[src/rtl/led_pkg.sv]
// ---------------------------------------------------------------------------
// led_pkg
// Shared definitions for the LED pattern blocks:
//   - pattern mode encodings (3-bit, values 5..7 are reserved)
//   - sequencer state encoding
//   - init_pat(): the first pattern shown for a given mode
// ---------------------------------------------------------------------------
package led_pkg;

    // Widest LED string init_pat() can describe; callers size-cast the result.
    localparam int LED_MAX = 64;

    localparam logic [2:0] MODE_SHIFT_UP = 3'd0;
    localparam logic [2:0] MODE_SHIFT_DN = 3'd1;
    localparam logic [2:0] MODE_PINGPONG = 3'd2;
    localparam logic [2:0] MODE_BAR      = 3'd3;
    localparam logic [2:0] MODE_BLINK    = 3'd4;

    typedef enum logic {
        ST_IDLE = 1'b0,
        ST_RUN  = 1'b1
    } state_e;

    // Initial pattern for a mode on a string of led_num LEDs.
    // Reserved modes return all-off.
    function automatic logic [LED_MAX-1:0] init_pat(input logic [2:0] mode,
                                                     input int         led_num);
        logic [LED_MAX-1:0] p;
        p = '0;
        case (mode)
            MODE_SHIFT_UP,
            MODE_PINGPONG,
            MODE_BAR: p[0] = 1'b1;
            MODE_SHIFT_DN: begin
                for (int i = 0; i < LED_MAX; i++) begin
                    if (i == led_num - 1) p[i] = 1'b1;
                end
            end
            MODE_BLINK: begin
                for (int i = 0; i < LED_MAX; i++) begin
                    if (i < led_num) p[i] = 1'b1;
                end
            end
            default: p = '0;
        endcase
        return p;
    endfunction

endpackage

[src/rtl/led_tick_div.sv]
// ---------------------------------------------------------------------------
// led_tick_div
// Free-running prescaler producing a one-cycle tick every TICK_CNT enabled
// clocks. Reusable by any LED / blink block that needs a slow time base.
//
// Ports:
//   clk     in   clock
//   rst_n   in   asynchronous active-low reset
//   clr_i   in   synchronous clear of the count (wins over en_i)
//   en_i    in   count enable
//   tick_o  out  high in the cycle the count equals TICK_CNT-1
// ---------------------------------------------------------------------------
module led_tick_div #(
    parameter int TICK_CNT = 50_000
) (
    input  logic clk,
    input  logic rst_n,
    input  logic clr_i,
    input  logic en_i,
    output logic tick_o
);

    localparam int CNT_W = (TICK_CNT > 1) ? $clog2(TICK_CNT) : 1;
    localparam logic [CNT_W-1:0] CNT_LAST = CNT_W'(TICK_CNT - 1);

    logic [CNT_W-1:0] cnt;

    // NOTE: sequential state is written with non-blocking assignments only, so
    // every flop samples the pre-edge value of every other flop.
    always_ff @(posedge clk or negedge rst_n) begin
        if (!rst_n) begin
            cnt <= '0;
        end else if (clr_i) begin
            cnt <= '0;
        end else if (en_i) begin
            cnt <= (cnt == CNT_LAST) ? '0 : cnt + CNT_W'(1);
        end
    end

    assign tick_o = en_i && !clr_i && (cnt == CNT_LAST);

endmodule

[src/rtl/led_pattern_seq.sv]
// ---------------------------------------------------------------------------
// led_pattern_seq
// Run-time selectable LED pattern sequencer: rotate up, rotate down,
// ping-pong, bar fill, blink. One pattern step every max(step_ticks_i,1)
// prescaler ticks.
//
// Ports:
//   clk           in   clock
//   rst_n         in   asynchronous active-low reset
//   en_i          in   1 = run, 0 = idle with all LEDs off
//   mode_i        in   pattern select (led_pkg MODE_*), 5..7 reserved
//   step_ticks_i  in   prescaler ticks per step, 0 behaves as 1
//   restart_i     in   single-cycle pulse, reload the initial pattern
//   led_o         out  LED drive, polarity set by LED_ON_MODE
//   step_o        out  one-cycle pulse on every pattern advance
//   wrap_o        out  one-cycle pulse when an advance returns to the start
// ---------------------------------------------------------------------------
module led_pattern_seq
    import led_pkg::*;
#(
    parameter int LED_NUM     = 8,
    parameter bit LED_ON_MODE = 1'b0,
    parameter int CLK_FREQ    = 50_000_000,
    parameter int TICK_US     = 1000,
    parameter int STEP_W      = 16
) (
    input  logic              clk,
    input  logic              rst_n,
    input  logic              en_i,
    input  logic [2:0]        mode_i,
    input  logic [STEP_W-1:0] step_ticks_i,
    input  logic              restart_i,
    output logic [LED_NUM-1:0] led_o,
    output logic              step_o,
    output logic              wrap_o
);

    localparam int TICK_CNT = CLK_FREQ / 1_000_000 * TICK_US;

    state_e               state;
    logic [LED_NUM-1:0]   pat;
    logic [STEP_W-1:0]    step_cnt;
    logic                 dir_down;
    logic [2:0]           mode_q;

    logic                 tick;
    logic                 reload;
    logic                 advance_due;
    logic                 mode_valid;
    logic [STEP_W-1:0]    step_last;
    logic [LED_NUM-1:0]   init_new;
    logic [LED_NUM-1:0]   init_cur;
    logic [LED_NUM-1:0]   next_pat;
    logic                 next_dir_down;

    assign init_new = LED_NUM'(init_pat(mode_i, LED_NUM));
    assign init_cur = LED_NUM'(init_pat(mode_q, LED_NUM));

    // A mode change is treated exactly like an explicit restart.
    assign reload     = restart_i || (mode_i != mode_q);
    assign mode_valid = (mode_q <= MODE_BLINK);

    // ">=" rather than "==" so a step_ticks_i reduced mid-step takes effect
    // on the next tick instead of waiting for the counter to wrap.
    assign step_last   = (step_ticks_i == '0) ? '0 : step_ticks_i - STEP_W'(1);
    assign advance_due = (step_cnt >= step_last);

    led_tick_div #(
        .TICK_CNT (TICK_CNT)
    ) u_tick_div (
        .clk    (clk),
        .rst_n  (rst_n),
        .clr_i  ((state != ST_RUN) || !en_i || reload),
        .en_i   (state == ST_RUN),
        .tick_o (tick)
    );

    // Next pattern for the stored mode.
    // NOTE: every always_comb output gets a default first so no path can
    // leave it unassigned and infer a latch.
    always_comb begin
        next_pat      = '0;
        next_dir_down = dir_down;
        case (mode_q)
            MODE_SHIFT_UP: next_pat = {pat[LED_NUM-2:0], pat[LED_NUM-1]};
            MODE_SHIFT_DN: next_pat = {pat[0], pat[LED_NUM-1:1]};
            MODE_PINGPONG: begin
                next_pat = dir_down ? (pat >> 1) : (pat << 1);
                // Turn around on reaching an end so end LEDs are not repeated.
                if (next_pat[LED_NUM-1])  next_dir_down = 1'b1;
                else if (next_pat[0])     next_dir_down = 1'b0;
            end
            MODE_BAR:   next_pat = (&pat) ? '0 : {pat[LED_NUM-2:0], 1'b1};
            MODE_BLINK: next_pat = ~pat;
            default:    next_pat = '0;
        endcase
    end

    // NOTE: the flop reset is asynchronous (in the sensitivity list), so the
    // LEDs go dark the moment rst_n falls, without waiting for a clock.
    always_ff @(posedge clk or negedge rst_n) begin
        if (!rst_n) begin
            state    <= ST_IDLE;
            pat      <= '0;
            step_cnt <= '0;
            dir_down <= 1'b0;
            mode_q   <= '0;
            step_o   <= 1'b0;
            wrap_o   <= 1'b0;
        end else begin
            step_o <= 1'b0;
            wrap_o <= 1'b0;
            case (state)
                ST_IDLE: begin
                    pat      <= '0;
                    step_cnt <= '0;
                    dir_down <= 1'b0;
                    if (en_i) begin
                        state  <= ST_RUN;
                        pat    <= init_new;
                        mode_q <= mode_i;
                    end
                end
                ST_RUN: begin
                    if (!en_i) begin
                        state    <= ST_IDLE;
                        pat      <= '0;
                        step_cnt <= '0;
                        dir_down <= 1'b0;
                    end else if (reload) begin
                        pat      <= init_new;
                        mode_q   <= mode_i;
                        dir_down <= 1'b0;
                        step_cnt <= '0;
                    end else if (tick) begin
                        if (advance_due) begin
                            step_cnt <= '0;
                            // Reserved modes keep counting but never advance.
                            if (mode_valid) begin
                                pat      <= next_pat;
                                dir_down <= next_dir_down;
                                step_o   <= 1'b1;
                                wrap_o   <= (next_pat == init_cur);
                            end
                        end else begin
                            step_cnt <= step_cnt + STEP_W'(1);
                        end
                    end
                end
                default: state <= ST_IDLE;
            endcase
        end
    end

    assign led_o = LED_ON_MODE ? pat : ~pat;

endmodule

[config.mk]
export PLATFORM = sky130hd
export DESIGN_NAME = led_pattern_seq
export DESIGN_NICKNAME = d
export VERILOG_FILES = /design/src/rtl/led_pkg.sv /design/src/rtl/led_tick_div.sv /design/src/rtl/led_pattern_seq.sv
export SDC_FILE = /design/constraint.sdc
export NUM_CORES = 1
export LEC_CHECK = 0
export ABC_AREA = 1
export CORE_ASPECT_RATIO = 1.2
export CORE_MARGIN = 2
export CORE_UTILIZATION = 55
export CTS_CLUSTER_SIZE = 24
export DETAILED_ROUTE_END_ITERATION = 16
export PLACE_DENSITY = 0.86
export SLEW_MARGIN = 20
export SYNTH_ARGS = -nofsm -noshare
export SYNTH_HDL_FRONTEND = slang
export SYNTH_SLANG_ARGS = --single-unit
[constraint.sdc]
create_clock -name clk -period 6 [get_ports clk]
set_clock_uncertainty 0.15 [all_clocks]
set_input_delay 0.9 -clock clk [delete_from_list [all_inputs] [get_ports clk]]
set_output_delay 0.9 -clock clk [all_outputs]
set_load 0.02 [all_outputs]
==> reports/metrics.csv <==
metric,value,unit
status,"complete, no violations",
reported max-cap violation count,0,
sequential power share,44.6,%
Post-Synthesis Net Count,578,
number of library cell types mapped by synthesis,39,
area of all placed cells without fillers,0.00414,mm^2
Fin Setup TNS,0,ns
HPWL Detailed,6.15,mm
worst min-delay path category,flip-flop to flip-flop,
primary flip-flop cell chosen by synthesis mapping,dfrtp_1,
portion of total power attributed to combinational logic,17.6,%
routed via count,3548,
final cell count without fillers,653,
buffers inserted by post-CTS timing repair,0,
P per Cell Area,181,mW/mm^2
deepest clock path buffer count,2,
hold-fix buffer count after cts,0,
H-tree depth reported by CTS,2,
cell-internal power,0.542,mW
minimum period implied by the final worst setup slack,4.11,ns
antenna violations before repair,0,
register bit total from synthesis,47,
total CTS buffers,5,
core area,0.00641,mm^2
DR DRC count,0,
horizontal die dimension,78.1,um
final routed wire length divided by cell count,12.1,um
Max transition margin,60.4,%
placed insts,645,
clock tree from TritonCTS,yes,
CP Class,primary input to flip-flop,
routability congestion estimate from global placement,0.931,
initial core utilization,56.6,%
instance area after placement,0.00399,mm^2
switching share of power,27.5,%
Post-layout nets,610,
number of max-slew violations in the final report,0,
Crit path required time,6.07,ns
top cell type's share of synthesized area,32.5,%
number of setup violations in the final report,0,
count of buffers from port buffering,32,
library cell used as clock root buffer,clkbuf_8,
standard-cell rows,32,
unrepaired setup endpoints after global routing,false,
Via density,5.43,
kind of start point of the critical path,primary input,
Chip Height,92.9,um
area occupied by registers,0.00118,mm^2
Die Footprint,0.00726,mm^2
share of the yosys chip area belonging to registers,32.5,%
fillers,577,
sum of routed wire length over all layers,7.91,mm
average instance area after synthesis,6.77,um^2
number of synthesized flops with an enable pin,0,
maximum number of pins on one net before global-route repair,48,
Least-Margin Pin Slew,0.593,ns
I/O pin count,33,
cell type with the highest aggregate area in the netlist,dfrtp_1,
Post-Synthesis Cells,535,
count of inserted antenna diode cells,0,
violation count after the first detailed-route iteration,249,
final hold violation count,0,
reported net switching power,0.206,mW
post-route fraction of the period consumed by the critical path,68.5,%
TritonRoute pass-1 iters,5,
count of nets left with antenna violations after detail routing,0,
Achievable Freq,0.243,GHz
cell leakage power,2.00,nW
WL met3,248,um
number of global-route vias before repair,3459,
top sig layer,met4,
layout overhead on the synthesized area,14.2,%
WP data arrival,4.18,ns
fraction of layout instances using a drive strength above 1,4.40,%
top area cells in the synthesized netlist,"dfrtp_1, nand2_1, nor2_1",
top fanout value on the critical path,11,
"reg-to-reg slack, setup",3.67,ns
nature of the critical path endpoint,flip-flop,
share of synthesized registers carrying an async set or reset,100,%
routed length on met2,4.16,mm
sum of overflow across all layers after global routing,0,
CTS-repair resized insts,0,
Clock power frac,37.8,%
CTS sink cnt,47,
Synthesis Warnings,0,
area used by multi-input combinational logic,0.00213,mm^2
clock slew at the register clock pins of the worst setup and hold paths,0.10,ns
maximum vdd drop,0.125,mV
met1 wire length,3.32,mm
Worst-Skew Late Latency,0.31,ns
cell area after technology mapping,0.00362,mm^2
Total GRT Usage,23.8,%
first-pass GRT wire length,14.2,mm
## power by group through the flow
stage / Sequential [mW] / Combinational [mW] / Clock [mW]
after detailed placement: 0.339 / 0.131 / 0
after floorplan: 0.334 / 0.0894 / 0
after global routing: 0.335 / 0.150 / 0.299
after CTS: 0.333 / 0.131 / 0.287
final: 0.334 / 0.132 / 0.283
after global placement: 0.339 / 0.126 / 0
## final timing paths
path,end,start,depth (start not counted)
worst max register to register,u_tick_div.cnt[10],mode_q[2],8
worst min-delay path,u_tick_div.cnt[15],u_tick_div.cnt[15],1
worst min register to register,u_tick_div.cnt[15],u_tick_div.cnt[15],1
min in group asynchronous,step_cnt[3],rst_n,1
max in group asynchronous,step_cnt[9],rst_n,1
worst max-delay path,step_cnt[13],step_ticks_i[2],20
## final cells by class
type	count	area share [%]
well taps	85	2.57
clock inverters	3	1.72
inverters	70	6.38
clock buffers	5	1.66
flip-flops and latches	47	28.4
repair buffers	32	7.68
multi-input cells	411	51.5
## critical path: stages
cell	delay, ns
clkdlybuf4s50_1	0.44
or2_1	0.25
nor2_1	0.17
nand3_1	0.14
nor2_1	0.21
nand2_1	0.10
nor2_1	0.13
nand3_1	0.10
xor2_1	0.13
nand2_1	0.07
ha_1	0.33
a21oi_1	0.18
o21ai_0	0.11
nor2_1	0.11
nand2_1	0.09
inv_1	0.09
nand2_1	0.23
inv_1	0.20
nand2_1	0.06
o21ai_0	0.15
## Yosys cell counts (2+ instances only)
| library cell | instances |
|---|---|
| nand2_1 | 142 |
| nand3_1 | 39 |
| o21bai_1 | 2 |
| ha_1 | 20 |
| nor2_4 | 2 |
| buf_2 | 2 |
| and2_1 | 2 |
| xnor2_1 | 2 |
| nand2_2 | 3 |
| clkbuf_1 | 2 |
| o21ai_0 | 37 |
| inv_1 | 68 |
| or2_2 | 5 |
| nand4_1 | 12 |
| nor2_1 | 69 |
| buf_6 | 3 |
| nor3_1 | 8 |
| xor2_1 | 16 |
| dfrtp_1 | 47 |
| a21oi_1 | 25 |
| nor4_1 | 4 |
| o22ai_1 | 8 |
## kinds of logic after synthesis
group	count (synthesis)	synth area share (%)
and+or+nand+nor	293	35.4
AOI/OAI and AO/OA	80	12.2
buffers and inverters	77	8.70
DFF	47	32.5
adders and majority gates	20	6.91
xor gates and xnor gates	18	4.35
## metal layers
metal / vias up / GRT usage (%)
met5: - / 0
li1: 1804 / -
met3: 18 / 3.02
met1: 1636 / 27.4
met2: 90 / 44.4
met4: 0 / 8.92
## layout by cell type (no fill, tap or decap), types with 8 or more instances in the layout
master and n:
ha_1 20, nand4_1 12, o22ai_1 8, nand2_1 142
inv_1 68, nor2_1 69, xor2_1 16, nand3_1 39
dfrtp_1 47, o21ai_0 37, a21oi_1 25, clkdlybuf4s50_1 31
nor3_1 8
## flip-flops by register name, summed over array words and instances, names as in the netlist
| signal | count |
|---|---|
| step_cnt | 16 |
| u_tick_div.cnt | 16 |
| pat | 8 |
| mode_q | 3 |
| dir_down | 1 |
| state | 1 |
| step_o | 1 |
| wrap_o | 1 |
## metrics by stage
| step | hold slack (ns) | utilization (%) | power [mW] | worst slack [ns] |
|---|---|---|---|---|
| after floorplan | 0.268 | - | 0.423 | 2.57 |
| after global placement | 0.281 | 62.3 | 0.466 | 1.82 |
| after detailed placement | 0.289 | 62.3 | 0.470 | 1.58 |
| after CTS | 0.303 | 64.5 | 0.752 | 1.91 |
| after global routing | 0.334 | 64.6 | 0.785 | 1.54 |
| final | 0.304 | 64.6 | 0.748 | 1.89 |
No activity file was read; power rests on OpenSTA's default activity.
